--- src/rtl/max_of_stream_if.sv ---
// Valid/ready sample stream in, valid/ready frame result out, for max_of_stream.
// Optional min result signals exist when MAX_OF_STREAM_MIN_EN is defined.
interface max_of_stream_if #(
   parameter int WIDTH = 8,
   parameter int IDX_W = 2
);
   logic             in_valid;
   logic             in_ready;
   logic [WIDTH-1:0] in_data;
   logic             out_valid;
   logic             out_ready;
   logic [WIDTH-1:0] out_max;
   logic [IDX_W-1:0] out_idx;
   logic             busy;
`ifdef MAX_OF_STREAM_MIN_EN
   logic [WIDTH-1:0] out_min;
   logic [IDX_W-1:0] out_min_idx;
`endif

   modport slave (
      input  in_valid, in_data, out_ready,
      output in_ready, out_valid, out_max, out_idx, busy
`ifdef MAX_OF_STREAM_MIN_EN
      , output out_min, out_min_idx
`endif
   );

   modport master (
      output in_valid, in_data, out_ready,
      input  in_ready, out_valid, out_max, out_idx, busy
`ifdef MAX_OF_STREAM_MIN_EN
      , input out_min, out_min_idx
`endif
   );
endinterface

--- src/rtl/max_of_stream.sv ---
// Frame-wise maximum (and first-occurrence index) of an unsigned sample stream.
// Define MAX_OF_STREAM_MIN_EN to also track the frame minimum.
module max_of_stream #(
   parameter int WIDTH     = 8,
   parameter int FRAME_LEN = 4,
   parameter int IDX_W     = 2
) (
   input logic             clk,
   input logic             rst,
   max_of_stream_if.slave  bus
);
   localparam logic [IDX_W-1:0] LAST = IDX_W'(FRAME_LEN - 1);

   typedef enum logic {COLLECT, HOLD} state_t;

   state_t           state, state_nxt;
   logic [IDX_W-1:0] count;
   logic [WIDTH-1:0] run_max, cand_max;
   logic [IDX_W-1:0] run_idx, cand_idx;
   logic [WIDTH-1:0] res_max;
   logic [IDX_W-1:0] res_idx;
   logic             accept, last;

   assign accept = (state == COLLECT) && bus.in_valid;
   assign last   = accept && (count == LAST);

   always_ff @(posedge clk or posedge rst) begin
      if (rst) state <= COLLECT;
      else     state <= state_nxt;
   end

   always_comb begin
      state_nxt     = state;
      bus.in_ready  = 1'b0;
      bus.out_valid = 1'b0;
      bus.busy      = 1'b0;
      case (state)
         COLLECT: begin
            bus.in_ready = 1'b1;
            bus.busy     = (count != '0);
            if (last) state_nxt = HOLD;
         end
         HOLD: begin
            bus.out_valid = 1'b1;
            if (bus.out_ready) state_nxt = COLLECT;
         end
         default: state_nxt = COLLECT;
      endcase
   end

   // First sample seeds the running value; later ones replace it only when strictly larger.
   always_comb begin
      cand_max = run_max;
      cand_idx = run_idx;
      if (count == '0) begin
         cand_max = bus.in_data;
         cand_idx = '0;
      end else if (bus.in_data > run_max) begin
         cand_max = bus.in_data;
         cand_idx = count;
      end
   end

   always_ff @(posedge clk or posedge rst) begin
      if (rst) begin
         count   <= '0;
         run_max <= '0;
         run_idx <= '0;
         res_max <= '0;
         res_idx <= '0;
      end else if (accept) begin
         run_max <= cand_max;
         run_idx <= cand_idx;
         if (last) begin
            count   <= '0;
            res_max <= cand_max;
            res_idx <= cand_idx;
         end else begin
            count <= count + 1'b1;
         end
      end
   end

   assign bus.out_max = res_max;
   assign bus.out_idx = res_idx;

`ifdef MAX_OF_STREAM_MIN_EN
   logic [WIDTH-1:0] run_min, cand_min, res_min;
   logic [IDX_W-1:0] run_min_idx, cand_min_idx, res_min_idx;

   always_comb begin
      cand_min     = run_min;
      cand_min_idx = run_min_idx;
      if (count == '0) begin
         cand_min     = bus.in_data;
         cand_min_idx = '0;
      end else if (bus.in_data < run_min) begin
         cand_min     = bus.in_data;
         cand_min_idx = count;
      end
   end

   always_ff @(posedge clk or posedge rst) begin
      if (rst) begin
         run_min     <= '0;
         run_min_idx <= '0;
         res_min     <= '0;
         res_min_idx <= '0;
      end else if (accept) begin
         run_min     <= cand_min;
         run_min_idx <= cand_min_idx;
         if (last) begin
            res_min     <= cand_min;
            res_min_idx <= cand_min_idx;
         end
      end
   end

   assign bus.out_min     = res_min;
   assign bus.out_min_idx = res_min_idx;
`endif
endmodule

--- src/flat_wrapper.sv ---
// flat-port wrapper written by rule: the top's interface ports become plain ports
module max_of_stream_flat 
#(
   parameter int WIDTH     = 8,
   parameter int FRAME_LEN = 4,
   parameter int IDX_W     = 2
)
  (clk, rst, bus_in_valid, bus_in_data, bus_out_ready, bus_in_ready, bus_out_valid, bus_out_max, bus_out_idx, bus_busy);
  max_of_stream_if #(.WIDTH(WIDTH), .IDX_W(IDX_W)) bus_i ();
  input logic clk;
  input logic rst;
  input wire logic [$bits(bus_i.in_valid)-1:0] bus_in_valid;
  input wire logic [$bits(bus_i.in_data)-1:0] bus_in_data;
  input wire logic [$bits(bus_i.out_ready)-1:0] bus_out_ready;
  output wire logic [$bits(bus_i.in_ready)-1:0] bus_in_ready;
  output wire logic [$bits(bus_i.out_valid)-1:0] bus_out_valid;
  output wire logic [$bits(bus_i.out_max)-1:0] bus_out_max;
  output wire logic [$bits(bus_i.out_idx)-1:0] bus_out_idx;
  output wire logic [$bits(bus_i.busy)-1:0] bus_busy;
  assign bus_i.in_valid = bus_in_valid;
  assign bus_i.in_data = bus_in_data;
  assign bus_i.out_ready = bus_out_ready;
  assign bus_in_ready = bus_i.in_ready;
  assign bus_out_valid = bus_i.out_valid;
  assign bus_out_max = bus_i.out_max;
  assign bus_out_idx = bus_i.out_idx;
  assign bus_busy = bus_i.busy;
  max_of_stream #(.WIDTH(WIDTH), .FRAME_LEN(FRAME_LEN), .IDX_W(IDX_W)) u_core (.clk(clk), .rst(rst), .bus(bus_i));
endmodule
--- config.mk ---
export PLATFORM = sky130hd
export DESIGN_NAME = max_of_stream_flat
export DESIGN_NICKNAME = d
export VERILOG_FILES = /design/src/rtl/max_of_stream_if.sv /design/src/rtl/max_of_stream.sv /design/src/flat_wrapper.sv
export SDC_FILE = /design/constraint.sdc
export NUM_CORES = 1
export LEC_CHECK = 0
export CAP_MARGIN = 20
export CORE_ASPECT_RATIO = 1.1
export CORE_MARGIN = 3
export CORE_UTILIZATION = 51
export CTS_CLUSTER_DIAMETER = 200
export DETAILED_ROUTE_END_ITERATION = 7
export PLACE_DENSITY = 0.9
export SETUP_SLACK_MARGIN = 0.15
export SLEW_MARGIN = 5
export SYNTH_ARGS = -nofsm -noshare
export SYNTH_HDL_FRONTEND = slang
export SYNTH_SLANG_ARGS = --single-unit
--- constraint.sdc ---
create_clock -name clk -period 2.9 [get_ports clk]
set_input_delay 0.58 -clock clk [delete_from_list [all_inputs] [get_ports clk]]
set_output_delay 0.58 -clock clk [all_outputs]
set_load 0.02 [all_outputs]
==> impl_results.md <==
* Std-Cell Rows at 18
* Antenna Nets Post-Route at 0
* Fill cells at 199
* CP max stage cell: clkdlybuf4s50_1
* CP startpoint kind: input port
* Fin. max-slew vios at 0
* Placed cells at 195
* Crit-path cells: clkdlybuf4s50_1 > ha_1 > nand4_1 > a211o_1 > buf_4 > a2111oi_0 > a221o_1
* Final setup fails at 0
* Hold Startpoint: u_core.bus.out_max[3]$_DFFE_PP0P_
* Starting DRT DRC Count at 50
* Clk root buf: clkbuf_4
* Mapped Cells at 145
* H-tree Lvls at 1
* Highest Clock Rate at 0.399 GHz
* Flip-flop and latch area at 576 µm²
* # diodes at 0
* Path depth of the worst reg2reg path at 7
* Worst IR drop on VDD at 0.760 mV
* Die area at 3310 µm²
* Synth cell types at 25
* Routed WL at 3380 µm
* Final Cycle Share at 86.4%
* R2R Setup Slk at 0.70 ns
* Syn_area_per_cell at 9.34 µm²
* Area Growth Syn to Fin at 21.3%
* RSZ-0062 raised after global routing: no
* Worst-Margin Slew at 0.892 ns
* DRC viols at 0
* Routability cong. at 0.846
* PortBufs at 24
* Worst slew margin at 40.5%
* Vias at 1249
* Largest net degree at the start of global routing at 24
* Commonest non-fill, non-tap cell in the layout: clkdlybuf4s50_1
* Post-Route Skew at 0.0112 ns
* Critical Path AT at 2.77 ns
* Pre-CTS WS at 0.0751 ns
* First-pass GRT wire length at 5680 µm
* Die width at 55.1 µm
* First-pass iteration count of the detailed router at 4
* Final setup TNS at 0 ns
* Max-cap violation count at 0
* Seq cells post-synth at 23
* Critical path class: in2reg
* Status: finished clean
* Area of the multi-input gates at 657 µm²
* Layout cell share with drive strength beyond 1 at 5.92%
* Hold path endpoint: u_core.bus.out_max[3]$_DFFE_PP0P_
* Hold-fix buffers at CTS at 0
* DIE HEIGHT at 60.0 µm
* CTS tree: built
* Via density at 6.28
* Starting Density at 56.7%
* CORE AREA at 2390 µm²
* HPWL Detailed at 2440 µm
* Final Hold Viols at 0
* Net count, final at 192
* RR Startpoint: u_core.run_max[7]$_DFFE_PP0P_
* Synthesized area at 1350 µm²
* Boundary Pins at 25
* Later-pin clock latency in the skew report at 0.33 ns
* Initial antenna violation count at 0
* Clk pin slew, worst setup/hold paths at 0.14 ns
* Critical path fanouts, max at 21
* R2r endpoint: u_core.bus.out_idx[0]$_DFFE_PP0P_
* CP max stage delay at 0.47 ns
* Clock buffer depth at 2
* Critical Path RT at 3.17 ns
* Finished Layout Cells at 199
* Leak pwr at 0.748 nW
* CTS sink cnt at 23
* Synth warn at 0
* Hold crit path type: reg2reg
* Post-CTS Setup Inserts at 0
* Vias in the first global route at 1233
* Worst Setup Slack, final at 0.395 ns
* Remaining Overflow, GRT at 0
* Sequential share of the synthesized area at 42.5%
* Setup crit end kind: register
* Hold depth at 2
* All-Layer GR Usage at 24.1%
* Wire per inst at 17.0 µm
* Commonest cells after routing, fill and taps aside: clkdlybuf4s50_1 (24), dfrtp_1 (23), nand2_1 (21)
* Number of buffers created by CTS at 3
* Post-CTS resize count at 0
* Post-route minimum period at 2.50 ns
* Syn Nets at 167
* Pwr dens at 1050 nW/µm²
## final cells by class
| class | instances | area share [%] |
|---|---|---|
| timing repair buffer | 28 | 16.5 |
| clock buffer | 3 | 1.37 |
| tap | 30 | 2.28 |
| inverter | 20 | 4.57 |
| clock inverter | 1 | 0.305 |
| multi-input combinational | 94 | 40.0 |
| sequential | 23 | 35.0 |
## metrics by stage
step / hold WS [ns] / power [W] / utilization [%] / cell area, µm²
CTS: 0.507 / 0.00172 / 68.8 / 1640
finish: 0.503 / 0.00172 / 68.8 / 1640
global placement: 0.469 / 0.00151 / 67.7 / 1620
floorplan: 0.458 / 0.00123 / - / 1350
global route: 0.528 / 0.00187 / 68.8 / 1640
detailed placement: 0.476 / 0.00156 / 67.7 / 1620
## worst max-delay path, delay by kind of cell
kind            cells  cell delay, ns
buf+inv             2            0.68
compound gates      3            0.97
simple gates        1            0.18
fa+ha+maj           1            0.35
## layer usage
layer | track usage [%] | vias up | part of all wire [%]
met5 | 0 | - | 0
li1 | - | 581 | -
met1 | 30.5 | 609 | 41
met3 | 4.49 | 4 | 7.2
met2 | 38.7 | 55 | 50
met4 | 12.2 | 0 | 1.7
## registers in the layout (all words and copies together) (netlist names)
name	flops
u_core.bus.out_max	8
u_core.run_max	8
u_core.bus.out_idx	2
u_core.count	2
u_core.run_idx	2
u_core.state	1
## cell usage after synthesis
| master | count | area share [%] |
|---|---|---|
| a2111oi_0 | 2 | 1.3 |
| a211o_1 | 1 | 0.65 |
| a21oi_1 | 11 | 4.1 |
| a221o_1 | 10 | 7.4 |
| a31o_1 | 1 | 0.65 |
| a31o_2 | 1 | 0.65 |
| a32o_1 | 2 | 1.5 |
| and2_1 | 1 | 0.46 |
| buf_2 | 1 | 0.37 |
| buf_6 | 2 | 1.7 |
| clkbuf_1 | 5 | 1.4 |
| dfrtp_1 | 23 | 43 |
| ha_1 | 10 | 9.2 |
| inv_1 | 20 | 5.5 |
| nand2_1 | 21 | 5.8 |
| nand4_1 | 10 | 4.6 |
| nor2_1 | 4 | 1.1 |
| nor2b_1 | 2 | 0.92 |
| nor3b_1 | 2 | 1.1 |
| o211ai_1 | 1 | 0.55 |
| o21a_1 | 2 | 1.1 |
| o21ai_0 | 3 | 1.1 |
| o221ai_1 | 8 | 5.2 |
| or2_4 | 1 | 0.65 |
| or3_1 | 1 | 0.46 |
## logic make-up (layout without fill, tap and decap cells)
family	Yosys count	in the layout	synth area share (%)
AOI/OAI and AO/OA	42	42	24.1
adders and majority gates	10	10	9.24
buffers and inverters	28	52	8.96
DFF	23	23	42.5
and+or+nand+nor	42	42	15.2
## report_power, final
group          switching, W  leakage, nW  internal, W
clock network      0.000104       0.0177    0.0000518
logic              0.000543        0.441     0.000445
registers          0.000107        0.290     0.000468
## worst max-delay path by stage
stage / start / cells after the start / to
2_1_floorplan: bus_in_data[7] / 8 / u_core.run_max[0]$_DFFE_PP0P_
3_3_place_gp: bus_in_data[6] / 7 / u_core.run_max[7]$_DFFE_PP0P_
3_5_place_dp: bus_in_data[6] / 7 / u_core.run_max[7]$_DFFE_PP0P_
4_1_cts: bus_in_data[6] / 7 / u_core.run_max[3]$_DFFE_PP0P_
5_1_grt: bus_in_data[6] / 7 / u_core.run_max[4]$_DFFE_PP0P_
6_report: bus_in_data[7] / 7 / u_core.bus.out_idx[0]$_DFFE_PP0P_
No activity file was read; power rests on OpenSTA's default activity.
==> edit, RTL diff (same flow settings) <==
`WIDTH` is set to 8 in 3 places; all go to 7.
--- a/src/rtl/max_of_stream_if.sv
+++ b/src/rtl/max_of_stream_if.sv
@@ -1,7 +1,7 @@
 // Valid/ready sample stream in, valid/ready frame result out, for max_of_stream.
 // Optional min result signals exist when MAX_OF_STREAM_MIN_EN is defined.
 interface max_of_stream_if #(
-   parameter int WIDTH = 8,
+   parameter int WIDTH = 7,
    parameter int IDX_W = 2
 );
    logic             in_valid;
--- a/src/rtl/max_of_stream.sv
+++ b/src/rtl/max_of_stream.sv
@@ -1,7 +1,7 @@
 // Frame-wise maximum (and first-occurrence index) of an unsigned sample stream.
 // Define MAX_OF_STREAM_MIN_EN to also track the frame minimum.
 module max_of_stream #(
-   parameter int WIDTH     = 8,
+   parameter int WIDTH     = 7,
    parameter int FRAME_LEN = 4,
    parameter int IDX_W     = 2
 ) (
--- a/src/flat_wrapper.sv
+++ b/src/flat_wrapper.sv
@@ -1,7 +1,7 @@
 // flat-port wrapper written by rule: the top's interface ports become plain ports
 module max_of_stream_flat 
 #(
-   parameter int WIDTH     = 8,
+   parameter int WIDTH     = 7,
    parameter int FRAME_LEN = 4,
    parameter int IDX_W     = 2
 )
Ports: changed (resized bus_in_data and bus_out_max); port bits go from 25 to 23. The function was not compared with the original's and may differ.
==> edit against the original RTL <==
Count of clock-buffer cells in the layout unchanged; combinational power decreased by 13%; final area decreased by 14%; worst setup slack improved by 0.035 ns; sequential cell count decreased by 2; wire length decreased by 30%; global-route usage decreased by 4.6 points; final cell count decreased by 21%; total power decreased by 11%; synthesized area decreased by 16%; critical path type unchanged; critical endpoint is now u_core.run_max[2]$_DFFE_PP0P_.
==> edit: results (changes against the original RTL) <==
| Metric | Value |
|---|---|
| Final Instance Count excl. Fillers | `157 (was 199)` |
| Wire length of the first global-routing pass | `4200 µm (was 5680 µm)` |
| Cell types with the largest area share after synthesis | `dfrtp_1 (46%), ha_1 (9.9%), mux2_2 (6.9%), o221a_1 (5.9%), inv_1 (4.0%) (was dfrtp_1 (43%), ha_1 (9.2%), a221o_1 (7.4%), nand2_1 (5.8%), inv_1 (5.5%))` |
| Total area of sequential cells | `526 µm² (was 576 µm²)` |
| Met1 usage in global routing | `0.240 (was 0.305)` |
| Non-clock buffers, area share | `0.160 (was 0.165)` |
| Most used standard cells in the synthesized netlist | `dfrtp_1 (21), inv_1 (12), ha_1 (9) (was dfrtp_1 (23), nand2_1 (21), inv_1 (20))` |
| Count of inverters not on the clock network in the layout | `12 (was 20)` |
| Worst VDD drop | `0.000786 V (was 0.000760 V)` |
| Count of non-CTS buffers in the layout | `23 (was 28)` |
| CTS clk-pin slew, worst paths | `0.12 ns (was 0.14 ns)` |
| Placed Area | `1390 µm² (was 1620 µm²)` |
| Routed length on met1 | `1050 µm (was 1380 µm)` |
| DR iter-0 viols | `12 (was 50)` |
| Filler Cells Inserted | `154 (was 199)` |
| Slew at the pin with the worst max-slew slack | `0.803 ns (was 0.892 ns)` |
| Beginning of the worst register-to-register path | `u_core.run_max[6]$_DFFE_PP0P_ (was u_core.run_max[7]$_DFFE_PP0P_)` |
| Layout cell share with drive strength beyond 1 | `0.116 (was 0.0592)` |
| Reg2Reg Capture Point | `u_core.run_max[2]$_DFFE_PP0P_ (was u_core.bus.out_idx[0]$_DFFE_PP0P_)` |
| Outcome | `finished, final reports clean (unchanged)` |
| Final WL | `2370 µm (was 3380 µm)` |
| Minimum period implied by the final worst setup slack | `2.47 ns (was 2.50 ns)` |
| Proportion of cell area occupied by multi-input gates | `0.393 (was 0.400)` |
| Adder-cell share of the synthesized area | `0.0990 (was 0.0924)` |
| Mapped Nets | `124 (was 167)` |
| Synth Area in Compound Gates | `0.175 (was 0.241)` |
| Detailed-routed wire length on met3 | `87 µm (was 243 µm)` |
edit: cell count changes after synthesis, moves of 4 or more:
cell      before  now
a221o_1       10    0
o221ai_1       8    0
mux2i_1        0    4
nand2b_1       0    6
mux2_2         0    7
inv_1         20   12
o221a_1        0    6
nand2_1       21    8
nand4_1       10    1
clkbuf_1       5    1
a21oi_1       11    3
edit: worst reg2reg max path, stage by stage (launching register included):
cell      delay, ns
dfrtp_1        0.39
inv_1          0.05
ha_1           0.31
nand4_1        0.12
or2_0          0.26
a21boi_4       0.17
o21ai_2        0.36
mux2_2         0.40
edit: power by group through the flow:
stage	Combinational (mW)	Sequential, mW	Clock, mW
2_1_floorplan	0.499	0.593	0
5_1_grt	0.948	0.548	0.161
3_3_place_gp	0.831	0.520	0
6_report	0.862	0.527	0.150
3_5_place_dp	0.862	0.534	0
4_1_cts	0.868	0.527	0.154
